`config.mk`:
```
export PLATFORM = sky130hd
export DESIGN_NAME = uart_tx_arbiter_flat
export DESIGN_NICKNAME = d
export VERILOG_FILES = /design/src/rtl/uart_arb_pkg.sv /design/src/rtl/uart_tx_arbiter_if.sv /design/src/rtl/uart_tx_arbiter.sv /design/src/flat_wrapper.sv
export SDC_FILE = /design/constraint.sdc
export NUM_CORES = 1
export LEC_CHECK = 0
export ABC_AREA = 1
export CORE_ASPECT_RATIO = 0.6
export CORE_MARGIN = 1
export CORE_UTILIZATION = 40
export DETAILED_ROUTE_END_ITERATION = 10
export PLACE_DENSITY = 0.77
export RECOVER_POWER = 50
export SKIP_LAST_GASP = 1
export SLEW_MARGIN = 25
export SYNTH_ARGS = -nofsm -noshare
export SYNTH_HDL_FRONTEND = slang
export SYNTH_SLANG_ARGS = --single-unit
```
`constraint.sdc`:
```
create_clock -name clock -period 5.6 [get_ports clock]
set_clock_uncertainty 0.05 [all_clocks]
set_input_delay 1.12 -clock clock [delete_from_list [all_inputs] [get_ports clock]]
set_output_delay 1.12 -clock clock [all_outputs]
set_load 0.01 [all_outputs]
```
`src/rtl/uart_arb_pkg.sv`:
```
// rtl/uart_arb_pkg.sv - shared types and round-robin pick for the UART TX arbiter
package uart_arb_pkg;

  typedef enum logic [1:0] {ARB, HEADER, PASS, RELEASE} UART_ARB_SM;

  localparam byte UART_ARB_HEADER_BASE = 8'hA0;
  localparam int  UART_ARB_MAX_REQ     = 8;

  typedef struct packed {
    logic       valid;
    logic [2:0] idx;
  } rr_pick_t;

  // Scan starts one past the previous owner so it becomes lowest priority.
  function automatic rr_pick_t rr_pick(input logic [7:0] req, input logic [2:0] last,
                                       input int n);
    rr_pick_t r;
    int i;
    r = '0;
    for (int k = 1; k <= UART_ARB_MAX_REQ; k++) begin
      i = (int'(last) + k) % n;
      if (k <= n && !r.valid && req[i[2:0]]) begin
        r.valid = 1'b1;
        r.idx   = i[2:0];
      end
    end
    return r;
  endfunction

endpackage

```
`src/rtl/uart_tx_arbiter_if.sv`:
```
// rtl/uart_tx_arbiter_if.sv - requester and UART-core signals of the TX arbiter
interface uart_tx_arbiter_if #(parameter int N_REQ = 4);

  logic [N_REQ-1:0]   req;
  logic [N_REQ-1:0]   send_byte;
  logic [8*N_REQ-1:0] tx_byte;
  logic [N_REQ-1:0]   tx_active;
  logic [N_REQ-1:0]   grant;
  logic               dropped;
  logic               uart_tx_send_byte;
  logic [7:0]         uart_tx_byte;
  logic               uart_tx_active;

  modport master (
    output req, send_byte, tx_byte, uart_tx_active,
    input  tx_active, grant, dropped, uart_tx_send_byte, uart_tx_byte
  );

  modport slave (
    input  req, send_byte, tx_byte, uart_tx_active,
    output tx_active, grant, dropped, uart_tx_send_byte, uart_tx_byte
  );

endinterface

```
`src/rtl/uart_tx_arbiter.sv`:
```
// rtl/uart_tx_arbiter.sv - round-robin, packet-held sharing of one UART TX byte port
module uart_tx_arbiter
  import uart_arb_pkg::*;
#(
  parameter int          N_REQ     = 4,
  parameter bit          HEADER_EN = 1'b1,
  parameter logic [15:0] TIMEOUT   = 16'd50000
) (
  input  logic             clock,
  input  logic             reset,
  uart_tx_arbiter_if.slave bus
);

  UART_ARB_SM       state;
  logic [2:0]       owner;
  logic [2:0]       last;
  logic [N_REQ-1:0] grant_q;
  logic [1:0]       guard;
  logic [15:0]      idle;
  logic             send_q;
  logic [7:0]       byte_q;
  logic             dropped_q;

  logic             owner_send;
  logic             owner_req;
  logic             can_send;
  logic             fwd;
  logic [N_REQ-1:0] fwd_mask;
  logic [7:0]       owner_byte;
  logic [15:0]      idle_next;
  rr_pick_t         pick;

  always_comb begin
    owner_send = |(bus.send_byte & grant_q);
    owner_req  = |(bus.req & grant_q);
    can_send   = !bus.uart_tx_active && (guard == 2'd0);
    fwd        = (state == PASS) && owner_send && can_send;
    fwd_mask   = fwd ? grant_q : '0;
    idle_next  = idle + 16'd1;
    pick       = rr_pick(8'(bus.req), last, N_REQ);
    owner_byte = '0;
    for (int i = 0; i < N_REQ; i++) begin
      if (owner == 3'(i)) owner_byte = bus.tx_byte[8*i +: 8];
    end
  end

  always_ff @(posedge clock) begin
    if (reset) begin
      state     <= ARB;
      owner     <= '0;
      last      <= 3'(N_REQ - 1);
      grant_q   <= '0;
      guard     <= '0;
      idle      <= '0;
      send_q    <= 1'b0;
      byte_q    <= '0;
      dropped_q <= 1'b0;
    end else begin
      send_q    <= 1'b0;
      dropped_q <= |(bus.send_byte & ~fwd_mask);
      if (guard != 2'd0) guard <= guard - 2'd1;

      case (state)
        ARB: begin
          if (pick.valid) begin
            owner   <= pick.idx;
            last    <= pick.idx;
            grant_q <= N_REQ'(1) << pick.idx;
            idle    <= '0;
            state   <= HEADER_EN ? HEADER : PASS;
          end
        end
        HEADER: begin
          if (can_send) begin
            send_q <= 1'b1;
            byte_q <= UART_ARB_HEADER_BASE | {5'b0, owner};
            guard  <= 2'd2;
            state  <= PASS;
          end
        end
        PASS: begin
          if (fwd) begin
            send_q <= 1'b1;
            byte_q <= owner_byte;
            guard  <= 2'd2;
            idle   <= '0;
          end else begin
            idle <= idle_next;
          end
          // A byte sent alongside the req drop is still forwarded above.
          if (!owner_req || (!fwd && idle_next == TIMEOUT - 16'd1)) state <= RELEASE;
        end
        RELEASE: begin
          grant_q <= '0;
          state   <= ARB;
        end
        default: state <= ARB;
      endcase
    end
  end

  assign bus.grant             = grant_q;
  assign bus.uart_tx_send_byte = send_q;
  assign bus.uart_tx_byte      = byte_q;
  assign bus.dropped           = dropped_q;
  assign bus.tx_active         = ~({N_REQ{state == PASS}} & grant_q)
                               | {N_REQ{bus.uart_tx_active || (guard != 2'd0)}};

endmodule

```
`src/flat_wrapper.sv`:
```
// flat-port wrapper written by rule: the top's interface ports become plain ports
module uart_tx_arbiter_flat import uart_arb_pkg::*;
#(
  parameter int          N_REQ     = 4,
  parameter bit          HEADER_EN = 1'b1,
  parameter logic [15:0] TIMEOUT   = 16'd50000
)
  (clock, reset, bus_req, bus_send_byte, bus_tx_byte, bus_uart_tx_active, bus_tx_active, bus_grant, bus_dropped, bus_uart_tx_send_byte, bus_uart_tx_byte);
  uart_tx_arbiter_if #(.N_REQ(N_REQ)) bus_i ();
  input  logic clock;
  input  logic reset;
  input wire logic [$bits(bus_i.req)-1:0] bus_req;
  input wire logic [$bits(bus_i.send_byte)-1:0] bus_send_byte;
  input wire logic [$bits(bus_i.tx_byte)-1:0] bus_tx_byte;
  input wire logic [$bits(bus_i.uart_tx_active)-1:0] bus_uart_tx_active;
  output wire logic [$bits(bus_i.tx_active)-1:0] bus_tx_active;
  output wire logic [$bits(bus_i.grant)-1:0] bus_grant;
  output wire logic [$bits(bus_i.dropped)-1:0] bus_dropped;
  output wire logic [$bits(bus_i.uart_tx_send_byte)-1:0] bus_uart_tx_send_byte;
  output wire logic [$bits(bus_i.uart_tx_byte)-1:0] bus_uart_tx_byte;
  assign bus_i.req = bus_req;
  assign bus_i.send_byte = bus_send_byte;
  assign bus_i.tx_byte = bus_tx_byte;
  assign bus_i.uart_tx_active = bus_uart_tx_active;
  assign bus_tx_active = bus_i.tx_active;
  assign bus_grant = bus_i.grant;
  assign bus_dropped = bus_i.dropped;
  assign bus_uart_tx_send_byte = bus_i.uart_tx_send_byte;
  assign bus_uart_tx_byte = bus_i.uart_tx_byte;
  uart_tx_arbiter #(.N_REQ(N_REQ), .HEADER_EN(HEADER_EN), .TIMEOUT(TIMEOUT)) u_core (.clock(clock), .reset(reset), .bus(bus_i));
endmodule
```
==> results of run 1 <==
==> cells in the mapped netlist (3+ instances only) <==
library cell	instances	area, sq um
a21oi_1	23	115
a21oi_2	8	70.1
a31oi_1	3	18.8
clkbuf_1	5	18.8
dfxtp_1	38	761
ha_1	6	75.1
inv_1	43	161
nand2_1	121	454
nand2_2	5	31.3
nand3_1	28	140
nand4_1	12	75.1
nor2_1	44	165
nor2_2	4	25.0
nor3_1	3	15.0
o21ai_0	27	135
o21ai_1	8	40.0
==> worst paths after layout <==
path	cells past startpoint	from	end	slack [ns]
max	6	bus_uart_tx_active	bus_tx_active[0]	1.82
min	1	u_core.guard[0]$_SDFF_PP0_	u_core.guard[0]$_SDFF_PP0_	0.42
max reg2reg	11	u_core.state[0]$_SDFFE_PP0P_	u_core.bus.uart_tx_byte[4]$_SDFFE_PP0P_	2.34
min reg2reg	1	u_core.guard[0]$_SDFF_PP0_	u_core.guard[0]$_SDFF_PP0_	0.42
==> metrics by stage <==
stage / std cells / area, sq um / hold WS, ns / worst slack (ns)
after floorplan: 409 / 2590 / 0.372 / 2.97
after global placement: 543 / 3230 / 0.382 / 2.00
after detailed placement: 543 / 3230 / 0.407 / 2.00
after CTS: 551 / 3320 / 0.416 / 1.99
after global routing: 551 / 3300 / 0.447 / 1.67
final: 551 / 3300 / 0.415 / 1.82
==> layout make-up <==
class	count	area (sq um)
Tap cell	84	105
Sequential cell	38	761
Fill cell	587	2890
Inverter	46	178
Timing Repair Buffer	61	604
Clock inverter	2	12.5
Clock buffer	6	82.6
Multi-Input combinational cell	314	1560
==> cell families after synthesis <==
logic type	after synthesis	share of synthesized area
and+or+nand+nor	224	0.376
AOI/OAI and AO/OA	81	0.192
DFF	38	0.293
buffers and inverters	57	0.0998
adders and majority gates	6	0.0289
xor gates and xnor gates	2	0.00675
muxes	1	0.00386
==> state kept, by name, summed over array words and instances, names as in the netlist <==
name and flops:
u_core.bus.uart_tx_send_byte 1, u_core.bus.uart_tx_byte 8, u_core.last 2, u_core.bus.grant 4, u_core.idle 16, u_core.bus.dropped 1, u_core.owner 2, u_core.state 2
u_core.guard 2
==> metal layers <==
metal,GRT usage,share of wire,up-vias
met5,0,0,-
met4,0.0677,0.014,0
met3,0.0490,0.072,11
met2,0.333,0.40,103
met1,0.318,0.52,1290
li1,-,-,1453
==> worst register-to-register path: stages, from the launching register on <==
cell and delay (ns):
dfxtp_1 0.34, inv_1 0.11, ha_1 0.45, inv_4 0.13, nor2_1 0.40, nand2_1 0.24, inv_2 0.17, nor2_1 0.23
nor3_2 0.60, inv_1 0.20, nor2_1 0.18, nor2_1 0.07
==> power by group <==
group	internal [mW]	total [mW]	switching (mW)
clock	0.0990	0.205	0.106
combinational	0.251	0.693	0.442
sequential	0.338	0.419	0.0813
total	0.688	1.32	0.629
==> flow_summary.yaml, run 1 <==
sta:
  worst_slew_pin_slew_ns: 1.23
  period_share: 0.676
  relSlewSlack: 0.181
  slew_violations: 0
  setup_viol: 0
  max_freq_mhz: 264
  final.setup.tns_ns: 0
  hold_viol: 0
  rsz0062_at_grt: "no"
  min_period_ns: 3.78
worst_setup_path:
  crit_type: "primary input to output pin"
  cpPeakStageDelay_ns: 0.51
  cp_top_family: "buffers and inverters"
  endpoint_kind: "output pin"
  crit_chain: "clkdlybuf4s50_1 -> inv_1 -> nand2_1 -> nor2_1 -> nand2_1 -> clkdlybuf4s50_1"
  start_kind: "primary input"
  crit_path_top_delay_cell: "clkdlybuf4s50_1"
  worst_ep_arrival_time_ns: 2.61
  crit_fanout: 5
  crit_buf_inv: 3
  cp_data_required_time_ns: 4.43
detailed_routing:
  ant_nets: 0
  drc: 0
  viasPerCell: 5.19
  drtPass1Iterations: 4
  num_vias: 2857
  routed_wl_um: 7160
  drt_iter0_markers: 236
  wl_per_cell_um: 13.0
die:
  start_util: 0.419
  core_sq_um: 6190
  die_h_um: 64.4
  fp.dieW_um: 106
  row_count: 22
  io_pins: 61
  dieArea_sq_um: 6820
logic_synthesis:
  syn_nets: 458
  synthCells: 409
  synth_ff_type: "dfxtp_1"
  syn_area_sq_um: 2590
  synthArstFlopShare: 0
  synth_seq_cells: 38
  yosysWarnings: 0
  synth_seq_area_share: 0.293
  synth_edf_count: 0
  syn_avg_cell_area_sq_um: 6.34
  synth.distinct_cells: 37
finish:
  n_antenna_cell: 0
  nets: 515
  drive_above_1_share: 0.0707
  area_delta_synth_final_pct: 27.2
  final_cell_mix: "122 x nand2_1, 46 x nor2_1, 44 x clkdlybuf4s50_1, 43 x inv_1, 38 x dfxtp_1"
  fin_util: 0.533
  final_common_cell: "nand2_1"
clock_network:
  worstSkewPairLatency_ns: 0.30
  cts_setup_buffers: 0
  cts-htree-levels: 2
  cts_buffers: 5
  hold_buffers: 0
  cts-root-buf: "clkbuf_8"
  cts_tree: "yes"
  cts_resized: 0
  cts_sinks: 38
  cts_buffer_depth: 2
  path_clk_slew_ns: 0.07
place:
  port_buffers: 60
  place_congestion: 0.883
  hpwl_um: 5440
global_route:
  antenna_found_initial: 0
  grt.overflow.total: 0
  grt_pass1_wl_um: 12100
  grt_max_degree: 24
  grt_pass1_vias: 2664
  grtUsageTotal: 0.223
power:
  vdd_drop_max_mv: 0.199
  fin_total_pwr_mw: 1.32
  power_density_nw_per_um2: 399
  p_leak_nw: 1.30
worst_hold_path:
  hold_path.class: "register to register"
status:
  run_status: "complete, no violations"
flow_run:
  cap_violations: 0
No activity file was read; power rests on OpenSTA's default activity.
==> inputs of run 2 (changes only) <==
--- a/config.mk
+++ b/config.mk
@@ -10,7 +10,7 @@
 export CORE_MARGIN = 1
 export CORE_UTILIZATION = 40
 export DETAILED_ROUTE_END_ITERATION = 10
-export PLACE_DENSITY = 0.77
+export PLACE_DENSITY = 0.8
 export RECOVER_POWER = 50
 export SKIP_LAST_GASP = 1
 export SLEW_MARGIN = 25
==> constraint.sdc (replaced) <==
create_clock -name clock -period 3.46 [get_ports clock]
set_clock_uncertainty 0.05 [all_clocks]
set_input_delay 0.692 -clock clock [delete_from_list [all_inputs] [get_ports clock]]
set_output_delay 0.692 -clock clock [all_outputs]
set_load 0.01 [all_outputs]
==> run 2 against run 1 <==
Clock power rose by 130%. Hold slack got worse by 0.0039 ns. Count of clock-buffer cells in the layout did not move. Wire length fell by 1.9%. Worst setup slack got worse by 1.2 ns. Sequential share of layout area fell by 0.40 points. Global-route usage fell by 0.38 points. Non-clock buffer count rose by 1. Power rose by 73%. First-iteration DRC count rose by 65%. Flip-flop and latch count did not move. Register-to-register slack got worse by 1.7 ns. Critical path type is now register to output pin.
==> flow_summary.yaml, run 2 (same netlist as run 1, synthesis figures left out) <==
die:
  row_count: 22
  fp.dieW_um: 106
  die_h_um: 64.4
  io_pins: 61
  dieArea_sq_um: 6820
  start_util: 0.419
  core_sq_um: 6190
finish:
  n_antenna_cell: 0
  seqCellArea_sq_um: 761
  area_delta_synth_final_pct: 29.4
  max_flop_register: "u_core.idle"
  final_cell_mix: "123 x nand2_1, 44 x inv_1, 44 x nor2_1, 44 x clkdlybuf4s50_1, 38 x dfxtp_1"
  final_common_cell: "nand2_1"
  drive_above_1_share: 0.0726
  nets: 516
  fill_cells: 589
  largest_reg_flops: 16
  multi_input_area_sq_um: 1560
detailed_routing:
  routed_wl_um: 7030
  drc: 0
  ant_nets: 0
  wl_per_cell_um: 12.7
  drtPass1Iterations: 4
  num_vias: 2800
  drt_iter0_markers: 390
  viasPerCell: 5.07
worst_setup_path:
  cp_top_family: "buffers and inverters"
  crit_type: "register to output pin"
  crit_fanout: 10
  endpoint_kind: "output pin"
  worst_ep_arrival_time_ns: 2.08
  cpPeakStageDelay_ns: 0.47
  crit_buf_inv: 3
  start_kind: "register"
  crit_chain: "inv_1 -> ha_1 -> inv_4 -> nor2_4 -> nand2_1 -> clkdlybuf4s50_1"
  cp_data_required_time_ns: 2.72
  crit_path_top_delay_cell: "clkdlybuf4s50_1"
clock_network:
  cts_buffer_depth: 2
  path_clk_slew_ns: 0.08
  cts_setup_buffers: 0
  hold_buffers: 0
  cts_resized: 0
  cts-htree-levels: 2
  cts_buffers: 5
  cts-root-buf: "clkbuf_8"
  cts_sinks: 38
  cts_tree: "yes"
  worstSkewPairLatency_ns: 0.29
global_route:
  grt_pass1_vias: 2569
  grtUsageTotal: 0.219
  grt_pass1_wl_um: 12000
  grt_max_degree: 23
  grt.overflow.total: 0
  antenna_found_initial: 0
sta:
  final.setup.tns_ns: 0
  hold_viol: 0
  layout_setup_ws_ns: 0.635
  max_freq_mhz: 354
  relSlewSlack: 0.540
  setup_viol: 0
  rsz0062_at_grt: "no"
  period_share: 0.817
  worst_slew_pin_slew_ns: 0.687
  slew_violations: 0
  min_period_ns: 2.83
place:
  place_ws_ns: 0.609
  place_congestion: 0.853
  hpwl_um: 5250
  port_buffers: 60
power:
  power_density_nw_per_um2: 677
  p_leak_nw: 1.33
  vdd_drop_max_mv: 0.279
worst_hold_path:
  hold_path.class: "register to register"
status:
  run_status: "complete, no violations"
flow_run:
  cap_violations: 0
[run 2: changes by cell type in the layout (fill, tap and decap cells not counted), sizes merged]
cell,change
clkbuf,-1
clkinvlp,-1
clkinv,-1
bufinv,+2
buf,+2
[run 2: worst paths after layout]
path                                      from                                      end  slack (ns)  depth (start not counted)
setup / recovery  u_core.state[0]$_SDFFE_PP0P_                         bus_tx_active[2]        0.63                          6
setup reg to reg  u_core.state[0]$_SDFFE_PP0P_  u_core.bus.uart_tx_byte[3]$_SDFFE_PP0P_        0.68                         11
hold reg to reg     u_core.guard[0]$_SDFF_PP0_               u_core.guard[0]$_SDFF_PP0_        0.41                          1
hold / removal      u_core.guard[0]$_SDFF_PP0_               u_core.guard[0]$_SDFF_PP0_        0.41                          1
[run 2: cell type report]
class	instances	area share
inverters	46	0.0529
clock buffers	6	0.0246
clock inverters	2	0.0179
repair buffers	62	0.183
well taps	84	0.0313
multi-input cells	314	0.463
flip-flops and latches	38	0.227
[run 2: metal layers]
layer / share of wire / track usage / wire length [um]
met1: 0.55 / 0.331 / 3840
met4: 0.011 / 0.0608 / 80
met3: 0.068 / 0.0418 / 477
met2: 0.37 / 0.310 / 2630
met5: 0 / 0 / 0
[run 2: through the flow]
step	cell area [sq um]	std cells	power (mW)	hold WS [ns]	utilization
finish	3360	552	2.27	0.411	0.542
global route	3360	552	2.46	0.444	0.542
CTS	3380	552	2.30	0.417	0.545
detailed placement	3230	544	1.82	0.405	0.522
global placement	3230	544	1.79	0.383	0.522
floorplan	2590	409	1.55	0.372	-
[run 2: power breakdown]
part / switching [mW] / leakage, nW / total, mW / internal [mW]
clock network: 0.163 / 0.0714 / 0.470 / 0.308
registers: 0.133 / 0.311 / 0.679 / 0.547
logic: 0.714 / 0.951 / 1.12 / 0.408
